<file path="src/rtl/fsm_pkg.sv">
`default_nettype none
// ============================================================================
// fsm_pkg : shared state encoding, sample type and default timing lengths
// Revision: 1.0
// ============================================================================
package fsm_pkg;

    typedef enum logic [1:0] {
        ST_INIT  = 2'd0,
        ST_IDLE  = 2'd1,
        ST_SPIKE = 2'd2,
        ST_REFR  = 2'd3
    } state_t;

    typedef logic signed [11:0] sample_t;

    localparam int c_INIT_CYCLES_DEFAULT    = 6;
    localparam int c_REFRACT_CYCLES_DEFAULT = 4;

endpackage : fsm_pkg
`default_nettype wire

</file>
<file path="src/rtl/fsm.sv">
`default_nettype none
// ============================================================================
// fsm : threshold spike detector with post-reset blanking and refractory time
// Revision: 1.0
// ============================================================================
module fsm
    import fsm_pkg::*;
#(
    parameter int INIT_CYCLES    = c_INIT_CYCLES_DEFAULT,
    parameter int REFRACT_CYCLES = c_REFRACT_CYCLES_DEFAULT
) (
    input  logic    clk,
    input  logic    rst,
    input  sample_t q,
    input  sample_t soglia,
    output logic    spike
);

    localparam int c_MAX_CYCLES = (INIT_CYCLES > REFRACT_CYCLES) ? INIT_CYCLES : REFRACT_CYCLES;
    localparam int c_CW_RAW     = $clog2(c_MAX_CYCLES);
    // A single-cycle INIT and REFR would give a zero-width counter; keep one bit.
    localparam int c_CW         = (c_CW_RAW < 1) ? 1 : c_CW_RAW;

    localparam logic [c_CW-1:0] c_INIT_LOAD = c_CW'(INIT_CYCLES - 1);
    localparam logic [c_CW-1:0] c_REFR_LOAD = c_CW'(REFRACT_CYCLES - 1);
    localparam logic [c_CW-1:0] c_ONE       = c_CW'(1);
    localparam logic [c_CW-1:0] c_ZERO      = '0;

    state_t          r_state;
    state_t          w_state_nxt;
    logic [c_CW-1:0] r_cnt;
    logic [c_CW-1:0] w_cnt_nxt;
    logic            r_spike;
    logic            w_above;

    assign w_above = (q > soglia);

    always_comb begin
        w_state_nxt = r_state;
        w_cnt_nxt   = r_cnt;
        case (r_state)
            ST_INIT: begin
                if (r_cnt == c_ZERO) w_state_nxt = ST_IDLE;
                else                 w_cnt_nxt   = r_cnt - c_ONE;
            end
            ST_IDLE: begin
                if (w_above) w_state_nxt = ST_SPIKE;
            end
            ST_SPIKE: begin
                if (!w_above) begin
                    w_state_nxt = ST_REFR;
                    w_cnt_nxt   = c_REFR_LOAD;
                end
            end
            ST_REFR: begin
                if (r_cnt == c_ZERO) w_state_nxt = ST_IDLE;
                else                 w_cnt_nxt   = r_cnt - c_ONE;
            end
            default: begin
                w_state_nxt = ST_INIT;
                w_cnt_nxt   = c_INIT_LOAD;
            end
        endcase
    end

    // spike is registered from the next state so it is high exactly in SPIKE.
    always_ff @(posedge clk) begin
        if (rst) begin
            r_state <= ST_INIT;
            r_cnt   <= c_INIT_LOAD;
            r_spike <= 1'b0;
        end else begin
            r_state <= w_state_nxt;
            r_cnt   <= w_cnt_nxt;
            r_spike <= (w_state_nxt == ST_SPIKE);
        end
    end

    assign spike = r_spike;

endmodule : fsm
`default_nettype wire

</file>
<file path="config.mk">
export PLATFORM = sky130hd
export DESIGN_NAME = fsm
export DESIGN_NICKNAME = d
export VERILOG_FILES = /design/src/rtl/fsm_pkg.sv /design/src/rtl/fsm.sv
export SDC_FILE = /design/constraint.sdc
export NUM_CORES = 1
export LEC_CHECK = 0
export CAP_MARGIN = 15
export CORE_MARGIN = 2
export CORE_UTILIZATION = 30
export DETAILED_ROUTE_END_ITERATION = 16
export PLACE_DENSITY_LB_ADDON = 0.2
export SYNTH_ARGS = -nofsm -noshare
export SYNTH_HDL_FRONTEND = slang
export SYNTH_SLANG_ARGS = --single-unit
</file>
<file path="constraint.sdc">
create_clock -name clk -period 1.8 [get_ports clk]
set_input_delay 0.36 -clock clk [delete_from_list [all_inputs] [get_ports clk]]
set_output_delay 0.36 -clock clk [all_outputs]
set_load 0.02 [all_outputs]
</file>
-- Word level (Yosys, flattened, before mapping)
Cells that the tools add are included.
- word-level logic and storage cells: 23
- bits in writable memories: 0
- output and inout bits: 1
- input bits: 26
- bits in latches: 0
- ROM bits: 0
- bits in registers: 6
- memories kept: 0
- $mul: 0
- divide/modulo/power cells: 0
- reduce and logical (&&, ||, !) cells: 5
- muxes and demuxes: 7
- $add $sub $neg: 1
- bitwise operators: 0
- shifts and indexed selects: 0
- equal/unequal tests: 6
- magnitude comparators: 1
- operator list (operator ; count):
    $gt 12x12->1 ; 1
    $eq 2x2->1 const B ; 3
    $mux 2 ; 3
    $mux 3 ; 2
    $pmux 2 s3 ; 1
    $pmux 3 s2 ; 1
    $ne 2x2->1 const B ; 2
    $logic_not 3->1 ; 1
    $reduce_and 3->1 ; 1
    $sub 3x1->3 const B ; 1
    $eq 2x1->1 const B ; 1
    $logic_not 2->1 ; 1
    $reduce_bool 2->1 ; 1
    $reduce_or 2->1 ; 1

-- Depth between registers and ports, before layout
- depth after elaboration: 4
- mapped depth: 8
- depth with buffers taken out: 8

-- Worst setup path before layout
No wires, ideal clock.
- path kind: input to register
- from: input port soglia[5]
- to: register r_cnt[0]
- required time: 1.675 ns
- stages: 7
- data arrival time: 1.686 ns
- path buffers: 0
- slack: -0.011 ns
- library setup time: 0.125 ns
- path through: inv_1 ha_1 a211oi_2 o21bai_1 a21oi_2 a31oi_2 o41a_1
- word-level cells in the longest chain between the ends: 3
- ends and longest elaborated chain (element ; line ; text):
    from (decl) ; fsm.sv:15 ; input sample_t soglia,
    $gt 12x12->1 ; fsm.sv:36 ; assign w_above = (q > soglia);
    $ne 2x2->1 (no source line) ; - ;
    $reduce_and 3->1 (no source line) ; - ;
    to (signal assigned) ; fsm.sv:70 ; r_cnt <= c_INIT_LOAD;
    to (signal assigned) ; fsm.sv:74 ; r_cnt <= w_cnt_nxt;
    to (decl) ; fsm.sv:31 ; logic [c_CW-1:0] r_cnt;
No other way between the ends.
A chain may end at the register's enable or synchronous reset.

-- Worst setup path after layout
- from: input port q[9]
- to: register r_cnt[0]
- word-level cells in the longest chain between the ends: 3
- ends and longest elaborated chain (element ; line ; text):
    from (decl) ; fsm.sv:14 ; input sample_t q,
    $gt 12x12->1 ; fsm.sv:36 ;
    $ne 2x2->1 (no source line) ; - ;
    $reduce_and 3->1 (no source line) ; - ;
No other way between the ends.

==> key figures <==
Run status
  – Outcome: complete, no violations

Critical path
  – CP delay by family, top: compound AO/OA/AOI/OAI gates
  – CP Buf/Inv Count: 1
  – Worst-path cell chain: clkdlybuf4s15_1 -> ha_4 -> and4_4 -> nand2_2 -> a21o_1 -> a31oi_4 -> o211ai_1 -> o41a_1
  – Max Fanout on Critical Path: 6
  – CP Capture Point: r_cnt[0]$_SDFFE_PP1P_
  – R2R Path Start: r_state[0]$_SDFF_PP0_
  – CP max stage delay: 0.28 ns
  – Slowest CP cell: ha_4
  – Flop2flop setup slack: 0.20 ns
  – Crit path DAT: 1.85 ns
  – Critical Path Stages: 8
  – CP Data Required Time: 1.93 ns
  – Worst Setup End Kind: register
  – Setup CP Type: in2reg
  – Worst reg2reg path depth: 5
  – Critical Path Start: q[9]
  – R2R Path End: spike$_SDFF_PP0_
  – Startpoint type of the worst setup path: input port

Power
  – Clk network pwr share: 15.1%
  – Combinational power share: 60.0%
  – Switching pwr: 311 uW
  – IR drop worst, VDD: 0.564 mV
  – P_int: 504 uW
  – Seq pwr share: 24.9%
  – Total power: 815 uW
  – Leak: 0.534 nW
  – Sw Ratio: 38.1%
  – Power per Cell Area: 666 mW/mm2

Clock network
  – Clock sinks: 6
  – CTS tree: built
  – Clock buffer depth: 2
  – Clock root buffer: clkbuf_4
  – Max H-tree Level: 1
  – Clk slew on worst S/H paths: 0.04 ns
  – Clock buffer count from CTS: 3
  – Worst-Skew Late Latency: 0.24 ns

Cells and area
  – N_diodes: 0
  – Post-route cell area: 0.00122 mm2
  – Synth-to-Final Area Change: 73.1%
  – Final Util: 55.3%
  – Share of cells above drive strength 1: 36.8%
  – Filler Cell Count: 231
  – # nets final: 169
  – Register area: 120 um2
  – Non-filler cells, final: 153
  – Footprint of the multi-input gates: 698 um2

Floorplanning
  – Core area: 0.00221 mm2
  – Initial Util: 32.0%
  – Die Footprint: 0.00276 mm2
  – Chip width: 52.5 um
  – Die extent in y: 52.5 um
  – Io pins: 27
  – # rows: 17

Flow run
  – Max_cap viols: 0

Synthesis
  – Synth Instances: 90
  – Synth Flop Type: dfxtp_1
  – Top-count cell post-synth: inv_1
  – Seq cells post-synth: 6
  – Top cells by area, synth: ha_1 28%, dfxtp_1 17%, inv_1 9.0%
  – Asr flop ratio synth: 0%
  – EDFF count, synth: 0
  – Post-synth top area share: 28.3%
  – Yosys warns: 0
  – Mapped Avg Cell Area: 7.85 um2
  – Sequential element share of the synthesized area: 17.0%
  – Yosys cell types: 31
  – Largest area contributor in the netlist: ha_1
  – Syn Nets: 132
  – Mapped cell area: 707 um2
  – Top cells by count, synth: 17 x inv_1, 16 x ha_1, 6 x dfxtp_1, 6 x nand2_1, 6 x nor2_1

Timing
  – Max-slew violations: 0
  – Hold slack final: 0.494 ns
  – Worst Max-Slew Pin Slew: 0.359 ns
  – Clock skew: 0.000731 ns
  – Headroom to the max-slew limit: 76.0%
  – Period utilization: 96.0%
  – Worst setup margin: 0.0722 ns
  – Fmax: 0.579 GHz
  – RSZ-0062 raised after global routing: false
  – Final setup viols: 0
  – Final Critical Period: 1.73 ns
  – Setup TNS: 0 ns
  – Fin. Hold Viols: 0

GRT
  – Initial antenna violation count: 0
  – First-pass GRT wire length: 2910 um
  – All-Layer GR Usage: 14.1%
  – Total grt overflow: 0
  – Largest net degree at the start of global routing: 9
  – Vias in the first global route: 756

Min path
  – Hold crit path type: reg2reg

Routing
  – Final ANT Viol Nets: 0
  – WL/cell: 11.1 um
  – Vias per cell: 5.04
  – Initial DRC count: 8
  – DR pass1 iterations: 4
  – DRT Wirelength: 1700 um
  – Remaining DRCs: 0
  – Via Count: 771

Place
  – DP Cell Count: 147
  – Placed inst area: 0.00103 mm2
  – Hpwl dp: 1270 um
  – Port bufs: 26
  – Routability cong.: 0.755
  – Pre-CTS WS: -0.592 ns
==> worst min-delay path by stage <==
stage / start / to / cells past startpoint
finish: r_cnt[1]$_SDFFE_PP0P_ / r_cnt[1]$_SDFFE_PP0P_ / 2
global route: r_cnt[1]$_SDFFE_PP0P_ / r_cnt[1]$_SDFFE_PP0P_ / 2
CTS: r_cnt[1]$_SDFFE_PP0P_ / r_cnt[1]$_SDFFE_PP0P_ / 2
detailed placement: r_cnt[1]$_SDFFE_PP0P_ / r_cnt[1]$_SDFFE_PP0P_ / 2
global placement: r_cnt[0]$_SDFFE_PP1P_ / r_cnt[0]$_SDFFE_PP1P_ / 2
floorplan: rst / r_cnt[1]$_SDFFE_PP0P_ / 1
==> flip-flops by register name (all words and copies together) (netlist names) <==
| register | cells |
|---|---|
| r_state | 2 |
| spike | 1 |
| r_cnt | 3 |
==> power by group through the flow <==
stage               logic, mW  registers, mW  clock network [mW]
floorplan               0.286          0.203                   0
global route            0.551          0.209               0.139
global placement        0.411          0.202                   0
CTS                     0.455          0.201               0.129
finish                  0.489          0.203               0.123
detailed placement      0.421          0.203                   0
==> worst min-delay path: cells and delay by family, from the launching register on <==
family	cells	cell delay (ns)
flops	1	0.31
compound gates	2	0.13
==> routing by layer <==
| layer | global-route usage [%] | wire (um) | vias up |
|---|---|---|---|
| li1 | - | - | 396 |
| met1 | 15.7 | 719 | 357 |
| met2 | 24.6 | 896 | 18 |
| met3 | 5.14 | 83 | 0 |
| met4 | 4.27 | 0 | 0 |
| met5 | 0 | 0 | - |
==> kinds of logic after synthesis <==
kind of cell,count (synthesis),synth area share (%)
buffers and inverters,18,9.56
flip-flops,6,17.0
AND/OR/NAND/NOR,27,20.9
AO/OA/AOI/OAI,23,24.2
adder cells (fa/ha/maj),16,28.3
==> area by class of cell <==
class / count / area share, %
multi-input cells: 66 / 57.1
repair buffers: 33 / 23.2
flip-flops and latches: 6 / 9.82
inverters: 17 / 5.21
well taps: 28 / 2.86
clock buffers: 3 / 1.84
==> timing repair <==
item / in CTS / in global routing
setup endpoints to repair: 6 / 6
pin swaps: 26 / 16
setup buffers: 0 / 3
gates resized for setup: 52 / 25
hold buffers: 0 / 0
==> cells in the final DEF (no fill, tap or decap), types with 5 or more instances in the layout <==
master,count
buf_4,6
dfxtp_1,6
clkdlybuf4s15_1,10
ha_1,7
inv_1,8
dlygate4sd2_1,10
nor2_1,6
inv_2,9
ha_4,9
nand2_1,5
(Power assumes the default switching activity.)
==> RTL edit 1 (same flow settings) <==
Set the package constant `c_INIT_CYCLES_DEFAULT` to 3 (it was 6).
--- a/src/rtl/fsm_pkg.sv
+++ b/src/rtl/fsm_pkg.sv
@@ -15,5 +15,5 @@
     typedef logic signed [11:0] sample_t;
 
-    localparam int c_INIT_CYCLES_DEFAULT    = 6;
+    localparam int c_INIT_CYCLES_DEFAULT    = 3;
     localparam int c_REFRACT_CYCLES_DEFAULT = 4;
 
Formal check against the unedited RTL: not equivalent (Yosys sat finds a counterexample within 10 cycles, from zero or initial values and one cycle with rst high).
==> RTL edit 1 against the original RTL <==
  * Synthesized area is 9.9% lower
  * Routed wire length increased by 4.9%
  * Worst setup slack worse by 0.043 ns
  * Core utilization rose by 5.5 points
  * Sequential cell count shrank 1
  * Cell area shrank 1.5%
  * Critical path depth increased by 2
  * Power rose by 54%
  * Critical path type unchanged
  * Largest cell class unchanged
==> RTL edit 1: results (changes against the original RTL) <==
- Clock Sinks: 5 (-1)
- Clock-cell share: 0.0218 (+0.00340)
- Longest Clk Path Bufs: 2 (unchanged)
- GPL Wtd Cong: 0.853 (+13%)
- Hold WC Path Type: register to register
- Register Area: 101 sq um (-16%)
- Initial DRC Count: 3 (-5)
- DRT Pass-1 Iters: 3 (-1)
- Slowest stage delay, CP: 0.34 ns (+0.06 ns)
- Buffering overhead: 0.261 (+0.0285)
- Placed Instances: 146 (-0.68%)
- Setup repair bufs after CTS: 2 (+2)
- R2r setup slk: 0.12 ns (-0.08 ns)
- Share of layout cells above drive strength 1: 0.520 (+0.152)
- Fillers: 166 (-28%)
- PostCTS Resize Cnt: 70 (+35%)
- Adder and majority gate portion of the synthesized area: 0.295 (+0.0115)
- # diodes: 0 (unchanged)
- Mapped Nets: 124 (-6.1%)
- Fraction of area in multi-input gates: 0.547 (-0.0233)
- Net Sw Power: 0.000504 W (+62%)
- Plain + repair buffers: 40 (+21%)
- Wirelength per Cell: 11.6 um (+4.2%)
- Cell variety after synth: 25 (-19%)
- GR Util All Layers: 0.146 (+0.00544)
- Worst path slowest cell: a221o_1
- DP Area: 1010 sq um (-2.2%)
- Clock buffer count: 4 (+1)
- Critical path origin: soglia[7]
- Final period utilization: 0.984 (+0.0241)
- FF-to-FF Start: r_state[1]
- Post-synthesis compound-gate area fraction: 0.265 (+0.0227)
- Final Util: 0.608 (+0.0548)
- Largest net degree at the start of global routing: 8 (-1)
- CP max FO: 3 (-3)
- P per Cell Area: 1040 nW/um^2 (+57%)
- Critical path data arrival time: 1.92 ns (+0.07 ns)
- First-pass GRT wire length: 2.89 mm (-0.69%)
- Worst flop-to-flop path endpoint: r_cnt[0]
- Wirelength, routed: 1.78 mm (+4.9%)
- P_leak: 0.531 nW (-0.64%)
- Rows: 16 (-1)
- R2R depth: 8 (+3)
- Pre-CTS setup slack: -0.582 ns (+0.00953 ns)
- DR vias/cell: 4.65 (-7.7%)
- Top cells by area, synth: ha_1, dfxtp_1, inv_1
- Most frequent cells after synthesis: inv_1, ha_1, a21oi_1
- Detailed Place HPWL: 1.29 mm (+1.5%)
- Hold Crit Start: r_cnt[1]
- Setup Skew: 0.00456 ns (+0.00383 ns)
- Comb power frac: 0.734 (+0.134)
- VDD IR max: 0.759 mV (+35%)
- Status: finished, final reports clean
- Sequential fraction of the synthesis area: 0.157 (-0.0127)
-- RTL edit 1: changes by cell type after synthesis, sizes merged, moves of 3 or more --
cell   unedited run  this run
a21oi             5         8
and4              3         0
nand2             6         3
nand3             4         1
nor3              0         5
-- RTL edit 1: cells by family after synthesis --
logic type / count (synthesis)
buf+inv: 18
simple gates: 23
fa+ha+maj: 15
compound gates: 22
flops: 5
-- RTL edit 1: how the worst min path moves through the flow --
stage | slack (ns) | cells after the start | to
global route | 0.56 | 2 | r_cnt[0]
global placement | 0.49 | 2 | r_state[0]
detailed placement | 0.49 | 2 | r_state[0]
floorplan | 0.43 | 1 | r_state[0]
CTS | 0.50 | 2 | r_state[0]
finish | 0.52 | 2 | r_cnt[1]
-- RTL edit 1: metal layers --
metal / part of all wire / vias to the layer above / track usage
met5: 0 / - / 0
met4: 0 / 0 / 0.0139
met3: 0.036 / 0 / 0.0212
met2: 0.52 / 14 / 0.265
met1: 0.45 / 322 / 0.186
li1: - / 380 / -
==> RTL edit 2 (config.mk and constraints unchanged) <==
Without the edit above. Register the output `spike` once more, without a reset; this adds one clock of latency there. Comments in the files are not updated.
--- a/src/rtl/fsm.sv
+++ b/src/rtl/fsm.sv
@@ -77,5 +77,7 @@
     end
 
-    assign spike = r_spike;
+    always_ff @(posedge clk) begin
+        spike <= r_spike;
+    end
 
 endmodule : fsm
Function: changed (Yosys sat finds a counterexample within 10 cycles, from zero or initial values and one cycle with rst high).
==> RTL edit 2 against the original RTL <==
  * Worst setup slack worse by 0.018 ns
  * Sequential power is 19% higher
  * Cell area is 1.0% higher
  * Synthesized cell count stayed put
  * Sequential cell count is 1 higher
  * Routed wire length is 7.1% higher
  * Power is 12% higher
  * Clock skew is 0.0027 ns higher
  * Synthesized area is 0.71% higher
==> RTL edit 2: results (changes against the original RTL) <==
- VDD IR max: 0.501 mV (-11%)
- EDFF count, synth: 0 (unchanged)
- Share of layout cells above drive strength 1: 0.492 (+0.124)
- Pre-CTS setup slack: -0.577 ns (+0.0147 ns)
- Worst path slowest cell: o31a_1
- R2r setup slk: 0.14 ns (-0.06 ns)
- CP max FO: 3 (-3)
- Most frequent cells after synthesis: inv_1, ha_1, a21oi_1
- Top flop regs: r_cnt: 3 flops, r_state: 2 flops
- Detailed Place HPWL: 1.33 mm (+5.0%)
- Longest Clk Path Bufs: 2 (unchanged)
- Initial DRC Count: 6 (-2)
- Yosys warns: 0 (unchanged)
- Worst-path clk slew: 0.06 ns (+0.02 ns)
- Root Buffer: clkbuf_4
- R2R depth: 6 (+1)
- DR vias/cell: 4.84 (-4.0%)
- Fillers: 216 (-6.5%)
- PnR worst setup slack: 0.0538 ns (-0.0184 ns)
- Cell variety after synth: 28 (-9.7%)
- Final #Nets: 169 (unchanged)
- Critical path data arrival time: 1.89 ns (+0.04 ns)
- PortBufs: 26 (unchanged)
- Sequential fraction of the synthesis area: 0.197 (+0.0269)
- DP Area: 1030 sq um (+0.61%)
- Number of CTS-inserted buffers: 3 (unchanged)
- P_leak: 0.543 nW (+1.7%)
- Mapped Nets: 132 (unchanged)
- GPL Wtd Cong: 0.773 (+2.4%)
- Initial antenna violation count: 0 (unchanged)
- Setup Skew: 0.00345 ns (+0.00272 ns)
- H-Tree Level Count: 1 (unchanged)
- Hold depth: 0 (-2)
- # diodes: 0 (unchanged)
- Status: finished, final reports clean
- DRT Pass-1 Iters: 4 (unchanged)
- Wirelength per Cell: 11.8 um (+6.4%)
- Commonest register cell after synthesis: dfxtp_1
- Max_slew headroom: 0.823 (+0.0630)
- Hold WC Path Type: register to register
- First-pass GRT wire length: 2.93 mm (+0.48%)
- GR Util All Layers: 0.142 (+0.00128)
- Largest net degree at the start of global routing: 6 (-3)
- Clk_lat worst skew: 0.26 ns (+0.02 ns)
- Vias in the first global route: 742 (-1.9%)
- Final Util: 0.554 (about the same)
- Antenna-violating nets left: 0 (unchanged)
- Slowest stage delay, CP: 0.31 ns (+0.03 ns)
- Top cells by area, synth: ha_1, dfxtp_1, inv_1
- Async set-reset flop share out of synthesis: 0 (unchanged)
[RTL edit 2: cell types whose count changed in the layout (fill, tap and decap cells not counted), sizes merged, moves of 2 or more]
| cell | unedited run | this run |
|---|---|---|
| a21oi | 5 | 8 |
| buf | 7 | 20 |
| nand3 | 4 | 1 |
| dlygate4sd2 | 10 | 3 |
| nand4 | 1 | 4 |
| nand2 | 6 | 4 |
| nor2b | 3 | 1 |
| and4 | 3 | 1 |
| a221o | 0 | 2 |
| inv | 17 | 20 |
| clkdlybuf4s15 | 10 | 3 |
[RTL edit 2: final cells by class]
type	instances	area share
Clock buffer	3	0.0182
Clock inverter	1	0.00405
Inverter	20	0.0628
Multi-Input combinational cell	63	0.552
Sequential cell	7	0.113
Tap cell	28	0.0283
Timing Repair Buffer	32	0.222
[RTL edit 2: critical path, delay by kind of cell]
kind	cells	cell delay, ns
adders and majority gates	1	0.25
AOI/OAI and AO/OA	4	0.66
buffers and inverters	3	0.25
and+or+nand+nor	2	0.36
[RTL edit 2: metrics by stage]
stage	cells	hold WS [ns]
floorplan	90	0.310
global placement	146	0.315
detailed placement	146	0.320
CTS	153	0.340
global route	154	0.347
finish	154	0.338
[RTL edit 2: what timing repair did]
| item | CTS | global route |
|---|---|---|
| setup endpoints to repair | 6 | 4 |
| resized for setup | 75 | 36 |
| hold endpoints to repair | 0 | 0 |
| cloned | 0 | 0 |
| pin swaps | 19 | 21 |
| buffers inserted | 3 | 1 |
[RTL edit 2: cells by family (layout without fill, tap and decap cells)]
family,count (synthesis),count (layout),share of synthesized area
simple gates,23,23,0.169
buf+inv,20,56,0.105
fa+ha+maj,16,16,0.281
flops,7,7,0.197
compound gates,24,24,0.248
[RTL edit 2: layer usage]
metal,wire (um),track usage
met5,0,0
met4,0,0.0128
met3,117,0.0486
met2,930,0.279
met1,771,0.147
[RTL edit 2: path summary, 6_finish.rpt]
kind	to	start
max reg2reg	r_cnt[0]	r_state[1]
min reg2reg	spike	r_spike
max	r_spike	soglia[11]
min	spike	r_spike
[RTL edit 2: power by group]
group          internal, W  total (W)  leakage, nW  switching, W
registers         0.000208   0.000242       0.0577     0.0000337
logic             0.000264   0.000520        0.468      0.000256
clock network    0.0000815   0.000147       0.0177     0.0000653
total             0.000554   0.000909        0.543      0.000356
